File: config.mk
export PLATFORM = sky130hd
export DESIGN_NAME = freq_meter_ctrl
export DESIGN_NICKNAME = d
export VERILOG_FILES = /design/src/rtl/freq_meter_ctrl.sv
export SDC_FILE = /design/constraint.sdc
export NUM_CORES = 1
export LEC_CHECK = 0
export ABC_CLOCK_PERIOD_IN_PS = 3300
export BUFFER_PORTS_ARGS = -buffer_cell sky130_fd_sc_hd__buf_2
export CAP_MARGIN = 15
export CORE_MARGIN = 2
export CORE_UTILIZATION = 30
export CTS_BUF_LIST = sky130_fd_sc_hd__clkbuf_8
export CTS_CLUSTER_DIAMETER = 50
export CTS_CLUSTER_SIZE = 28
export DETAILED_ROUTE_END_ITERATION = 8
export PLACE_DENSITY = 0.5
export SYNTH_ARGS = -nofsm -noshare
export SYNTH_HDL_FRONTEND = slang
export SYNTH_SLANG_ARGS = --single-unit
File: constraint.sdc
create_clock -name Clk -period 3.3 [get_ports Clk]
set_input_delay 0.66 -clock Clk [delete_from_list [all_inputs] [get_ports Clk]]
set_output_delay 0.66 -clock Clk [all_outputs]
set_load 0.1 [all_outputs]
File: src/rtl/freq_meter_ctrl.sv
// freq_meter_ctrl: gated frequency measurement sequencer with manual or auto range selection
module freq_meter_ctrl #(
  parameter int GATE0_CYCLES = 100_000_000,
  parameter int GATE1_CYCLES = 10_000_000,
  parameter int GATE2_CYCLES = 1_000_000,
  parameter int GAP_CYCLES   = 16,
  parameter int COUNT_MAX    = 9999,
  parameter int DOWN_THRESH  = 900
) (
  input  logic        Clk,
  input  logic        Rst,
  input  logic        Fxin,
  input  logic        Enable,
  input  logic        Auto_Range,
  input  logic [1:0]  Range_Sel,
  output logic [13:0] Frequency_Bin,
  output logic [1:0]  Range,
  output logic        Overflow,
  output logic        Valid,
  output logic        Gate_Signal,
  output logic        Busy
);
  localparam int TW = $clog2(GATE0_CYCLES + 1);
  localparam logic [13:0] CMAX = 14'(COUNT_MAX);
  localparam logic [13:0] DTH = 14'(DOWN_THRESH);
  localparam logic [TW-1:0] GAPL = TW'(GAP_CYCLES - 1);
  typedef enum logic [1:0] {IDLE, GATE, LATCH, GAP} state_t;
  state_t state;
  logic [2:0] sync;
  logic [TW-1:0] timer, load_len;
  logic [13:0] count;
  logic [1:0] cur_range, next_range, sel, auto_range_nxt;
  logic fx_rise, ovf;
  always_comb begin
    sel = Range_Sel == 2'd3 ? 2'd2 : Range_Sel;
    next_range = Auto_Range ? cur_range : sel;
    load_len = next_range == 2'd0 ? TW'(GATE0_CYCLES - 1) :
               next_range == 2'd1 ? TW'(GATE1_CYCLES - 1) : TW'(GATE2_CYCLES - 1);
    fx_rise = sync[1] & ~sync[2];
    ovf = count > CMAX;
    auto_range_nxt = (ovf && cur_range != 2'd2) ? cur_range + 2'd1 :
                     (count < DTH && cur_range != 2'd0) ? cur_range - 2'd1 : cur_range;
  end
  always_ff @(posedge Clk or posedge Rst) begin
    if (Rst) begin
      state <= IDLE;
      sync <= '0;
      timer <= '0;
      count <= '0;
      cur_range <= '0;
      Frequency_Bin <= '0;
      Range <= '0;
      Overflow <= 1'b0;
      Valid <= 1'b0;
      Gate_Signal <= 1'b0;
      Busy <= 1'b0;
    end else begin
      sync <= {sync[1:0], Fxin};
      Valid <= 1'b0;
      case (state)
        IDLE: if (Enable) begin
          state <= GATE;
          cur_range <= next_range;
          timer <= load_len;
          count <= '0;
          Gate_Signal <= 1'b1;
          Busy <= 1'b1;
        end
        GATE: if (!Enable) begin
          state <= IDLE;
          count <= '0;
          Gate_Signal <= 1'b0;
          Busy <= 1'b0;
        end else begin
          if (fx_rise && count <= CMAX) count <= count + 14'd1;
          if (timer == '0) begin
            state <= LATCH;
            Gate_Signal <= 1'b0;
          end else timer <= timer - 1'b1;
        end
        LATCH: begin
          Frequency_Bin <= ovf ? CMAX : count;
          Overflow <= ovf;
          Range <= cur_range;
          Valid <= 1'b1;
          if (Auto_Range) cur_range <= auto_range_nxt;
          timer <= GAPL;
          state <= GAP;
        end
        GAP: if (!Enable) begin
          state <= IDLE;
          Busy <= 1'b0;
        end else if (timer == '0) begin
          state <= GATE;
          cur_range <= next_range;
          timer <= load_len;
          count <= '0;
          Gate_Signal <= 1'b1;
        end else timer <= timer - 1'b1;
        default: state <= IDLE;
      endcase
    end
  end
endmodule

Yosys cells after proc, flatten, opt, wreduce, memory -nomap -nowiden
Index checks and enable logic that the tools add are counted.
{ "totals": {"reg_bits": 68, "input_bits": 7, "out_inout_bits": 20, "word_cells": 93} }
{ "op_classes": {"add_sub_neg": 4, "n_lt_le_gt_ge": 3, "n_eq_ne": 17, "n_mux": 39, "bitwise_logic": 2, "n_reduce_logical": 17} }
{ "op_table": {"columns": ["op", "n"], "rows": [
  ["2-to-1 mux 27 bit", 6],
  ["case mux 27 bit (4 select lines)", 1],
  ["2-to-1 mux 14 bit", 6],
  ["case mux 14 bit (3 select lines)", 1],
  ["logical NOT 27 bit", 1],
  ["subtractor 27 x 1 -> 27 bit, second input constant", 1],
  ["2-to-1 mux 2 bit", 13],
  ["2-to-1 mux 24 bit", 1],
  ["!= test 2 bit, second input constant", 8],
  ["adder 14 x 1 -> 14 bit, second input constant", 1],
  ["> comparator 14 bit, second input constant", 1],
  ["<= comparator 14 bit, second input constant", 1],
  ["less-than comparator 14 x 10 -> 1 bit, second input constant", 1],
  ["!= test 3 bit, second input constant", 4],
  ["AND reduction 5 bit", 2],
  ["case mux 2 bit (4 select lines)", 1],
  ["2-to-1 mux 1 bit", 7],
  ["== test 2 bit, second input constant", 3],
  ["case mux 2 bit (3 select lines)", 1],
  ["AND reduction 3 bit", 2],
  ["AND reduction 6 bit", 1],
  ["nonzero test 3 bit", 2],
  ["== test 2 x 1 -> 1 bit, second input constant", 2],
  ["logical NOT 2 bit", 2],
  ["10 further kinds", 13]
]} }

Longest topological paths before layout
{ "logic_depth": {"depth_word": 9, "ltp_mapped": 11, "mapped_depth_nobuf": 8} }

Worst setup path before layout
No wires, ideal clock.
{ "synth_timing": {"kind": "reg-to-reg", "start": "reg timer[0]", "end": "reg timer[12]", "setup_time_ns": 0.122, "t_arrival_ns": 2.093, "required_time_ns": 3.178, "path_slack_ns": 1.086, "stages_incl_launch_ff": 11, "path_buffers": 3, "period_less_slack_ns": 2.214, "cell_sequence": "dfrtp_1 inv_1 ha_1 nor4b_1 and4_1 buf_4 a31o_2 buf_2 inv_1 buf_2 a32o_1"} }
{ "synth_between": {"elab_chain_cells": 4, "elab_cells_between_ends": 9, "cone_classes": "1 x add/sub; 1 x eq/ne; 5 x mux; 2 x reduce/logical"} }
{ "synth_rtl": {"columns": ["item", "line", "source"], "rows": [
  ["start, declared", "30", "logic [TW-1:0] timer, load_len;"],
  ["start signal, assigned", "64", "timer <= load_len;"],
  ["start signal, assigned", "79", "end else timer <= timer - 1'b1;"],
  ["start signal, assigned", "96", "timer <= load_len;"],
  ["subtractor 27 x 1 -> 27 bit or logical NOT 27 bit (tied branches)", null, null],
  ["2-to-1 mux 27 bit (on tied branches)", "93, 76", null],
  ["2-to-1 mux 27 bit (on tied branches)", "90, 69", null],
  ["case mux 27 bit (4 select lines)", "60", "case (state)"]
]} }
Parallel ways exist; a longest one is shown, timed or not. The select of a mux whose other input is x is not followed.
A chain may end at the register's enable or synchronous reset.

Worst setup path after layout
{ "layout_timing": {"start": "reg timer[0]", "end": "reg count[0]"} }
{ "layout_between": {"elab_chain_cells": 3} }
{ "layout_rtl": {"columns": ["item", "line", "source"], "rows": [
  ["logical NOT 27 bit", "93", "end else if (timer == '0) begin"],
  ["!= test 2 bit (no source line)", null, null],
  ["AND reduction 5 bit (no source line)", null, null],
  ["end signal, assigned", "75", "if (fx_rise && count <= CMAX) count <= count + 14'd1;"],
  ["end, declared", "31", "logic [13:0] count;"]
]} }
Every way passes these cells.

==> run_results.csv <==
group,metric,value,unit
status,status,"finished clean",
synthesis,ys_seq_area_frac,0.417,
sta,rsz0062_at_grt,"false",
detailed_routing,initialDrtViolationCount,389,
clock_network,cts_tree,"built",
flow_run,drv_cap,0,
critical_path,cp.required,3570,ps
min_path,min_path_cells,0,
sta,final_hold_viol_count,0,
sta,slew_headroom,0.349,
final_layout,nets,505,
placement,gp_congestion,0.895,
detailed_routing,post_drt_via_cell_ratio,5.72,
sta,slew_violations,0,
sta,max_freq,349,MHz
final_layout,antennaDiodeCount,0,
power_and_ir_drop,sequentialPowerShare,0.458,
floorplan,die-area,14600,sq um
clock_network,clkTransAtPathRegs,80,ps
critical_path,r2r-start,"timer[0]$_DFFE_PP0P_",
synthesis,yosysUniqueCellTypes,65,
critical_path,cp_max_fo,12,
global_route,grt_pass1_wl,19700,microns
final_layout,syn_to_final_growth,14.1,%
synthesis,synth_seq_cells,68,
clock_network,clock_latency,370,ps
power_and_ir_drop,p_clk_frac,0.391,
detailed_routing,vias,3866,
critical_path,start_kind,"register",
clock_network,clockBufferDepth,2,
clock_network,post_cts_buffers,0,
synthesis,synth_mux_area_frac,0.00766,
clock_network,ctsHoldBuffers,0,
floorplan,fp.dieW,121,microns
min_path,worstHoldStart,"sync[0]$_DFF_PP0_",
power_and_ir_drop,netSwitchingFraction,0.302,
synthesis,synth_top_family_by_area,"simple AND/OR/NAND/NOR gates",
floorplan,num_rows,42,
floorplan,coreArea,13200,sq um
power_and_ir_drop,combPwrFrac,0.151,
synthesis,syn_nets,484,
critical_path,cp-startpoint,"timer[0]$_DFFE_PP0P_",
power_and_ir_drop,leakagePower,0.00196,uW
synthesis,async_flop_share,1.00,
floorplan,initial_utilization,0.308,
floorplan,die_h,121,microns
detailed_routing,drc,0,
global_route,overflow,0,
sta,fin_ws,435,ps
synthesis,synthSimpleGateAreaFrac,0.275,
sta,fin_crit_sh,0.868,
clock_network,cts_inserted_buffers,9,
critical_path,ff2ff_path_depth,7,
synthesis,yosys.area_share.adder,0.00919,
synthesis,synth_area_leaders,"dfrtp_1 (42%), nand2_1 (5.7%), o21ai_0 (4.3%)",
sta,setup_viol,0,
power_and_ir_drop,powerDensity,467,nW/um^2
min_path,hold_class,"register to register",
global_route,antenna_found_initial,0,
synthesis,synth_edf_count,0,
sta,finalSetupTns,0,ps
global_route,grt_usage,0.174,
critical_path,cp_data_arrival_time,3130,ps
final_layout,num-fill-cells,1393,
clock_network,clock_sinks,68,
final_layout,drive_gt1_frac,0.142,
clock_network,root_buffer,"clkbuf_8",
detailed_routing,totalWireLength,12100,microns
power_and_ir_drop,p_switching,658,uW
global_route,grt_max_degree,41,
synthesis,syn_inst,474,
floorplan,io_pins,27,
synthesis,synth-main-ff-cell,"dfrtp_1",
critical_path,endpoint_kind,"register",
placement,pre_cts_slack,531,ps
detailed_routing,ant_nets,0,
sta,min_period,2860,ps
synthesis,yosysWarnings,0,
sta,fin_worst_skew,10.3,ps
detailed_routing,drt_pass1_iterations,7,
synthesis,synth-xor-area-share,0.00858,
detailed_routing,wire_per_inst,17.9,microns
power_and_ir_drop,ir_drop,154,uV
synthesis,syn-mean-instance-area,8.62,sq um
synthesis,synth_compound_area_frac,0.233,
global_route,grt_pass1_vias,3577,
sta,worst-slew-pin-transition,972,ps
clock_network,cts_max_level,3,
critical_path,critical_path_class,"register to register",
synthesis,netlist_area,4080,sq um
power_and_ir_drop,p_int,1520,uW
synthesis,yosysTopAreaCell,"dfrtp_1",
placement,portBuffers,26,
synthesis,yosysTopAreaCellShare,0.417,
placement,place_hpwl,8490,microns
clock_network,ctsResizeCount,0,
-- area by class of cell --
type	count	area, sq um	area share
clock inverters	7	115	0.0247
multi-input cells	356	2180	0.468
repair buffers	39	240	0.0516
clock buffers	9	124	0.0266
inverters	21	78.8	0.0169
flip-flops and latches	68	1700	0.365
well taps	176	220	0.0473
-- path summary, 6_finish.rpt --
kind	end	slack, ps
worst max-delay path	count[0]$_DFFE_PP0P_	440
worst min-delay path	sync[1]$_DFF_PP0_	350
worst max register to register	count[0]$_DFFE_PP0P_	440
worst min register to register	sync[1]$_DFF_PP0_	350
max in group asynchronous	sync[2]$_DFF_PP0_	2260
min in group asynchronous	timer[14]$_DFFE_PP0P_	390
-- placed cells by master (no fill, tap or decap), types with 3 or more instances in the layout --
cell type	count
bufinv_16	3
a41o_1	4
nand2b_1	7
or2_2	3
a211oi_1	14
o22ai_1	3
o221ai_1	4
dfrtp_1	68
and4_1	5
clkbuf_8	9
and2_1	3
a21o_1	3
a31o_2	3
nand3_1	11
a21oi_1	15
o211ai_1	8
or4_1	10
o41ai_1	3
nor4_1	12
o21ai_0	35
o21a_1	5
xnor2_1	3
nor2b_1	3
nand2_1	62
or3b_2	3
ha_1	3
a32o_1	3
nor2_1	35
nor3_1	19
o31ai_1	3
nand4_1	8
buf_2	26
inv_1	21
buf_4	12
and3_1	7
a31oi_1	7
a221oi_1	3
or3_1	10
-- cell usage after synthesis, types with 8 or more instances --
master	count
inv_1	21
o21ai_0	35
o211ai_1	8
nand3_1	11
dfrtp_1	68
nor3_1	19
or4_1	10
a21oi_1	15
nand4_1	8
or3_1	10
nand2_1	62
clkbuf_1	18
nor4_1	12
nor2_1	35
a211oi_1	14
-- routing by layer --
layer / track usage / wire [microns] / up-vias / share of wire
met4: 0.0654 / 269 / 0 / 0.022
li1: - / - / 1833 / -
met1: 0.240 / 5790 / 1885 / 0.48
met3: 0.0552 / 839 / 21 / 0.070
met2: 0.253 / 5170 / 127 / 0.43
met5: 0 / 0 / - / 0
-- per-stage QoR --
stage                     cells  power, uW  hold WS (ps)  area (sq um)   util
after floorplan             474       1230           331          4080      -
after global placement      660       1330           335          4420  0.334
after detailed placement    660       1340           338          4420  0.334
after CTS                   676       2200           356          4660  0.352
after global routing        676       2290           360          4660  0.352
final                       676       2180           354          4660  0.352
-- power by group through the flow --
| stage | registers [uW] | clock network [uW] | logic (uW) |
|---|---|---|---|
| floorplan | 996 | 0 | 235 |
| global placement | 1010 | 0 | 321 |
| detailed placement | 1010 | 0 | 326 |
| CTS | 995 | 879 | 328 |
| global route | 1010 | 916 | 368 |
| finish | 997 | 851 | 330 |
-- registers in the layout (all words and copies together), names as in the netlist, named ones only --
| name | count |
|---|---|
| Frequency_Bin | 14 |
| Valid | 1 |
| state | 1 |
| timer | 27 |
| Range | 2 |
| Busy | 1 |
| count | 14 |
| Gate_Signal | 1 |
| sync | 3 |
| Overflow | 1 |
| cur_range | 2 |
-- worst max-delay path, cell delays in order (launching register included) --
cell     delay, ps
dfrtp_1        420
inv_1           90
ha_1           140
nor4b_1        590
and4_1         550
a41oi_2        410
nand2_1        210
mux2_2         340
-- logic make-up (layout without fill, tap and decap cells) --
family,after synthesis,in the layout
compound gates,136,136
xor+xnor,4,4
mux,3,3
simple gates,210,210
fa+ha+maj,3,3
flops,68,68
buf+inv,50,76
No activity file was read; power rests on OpenSTA's default activity.
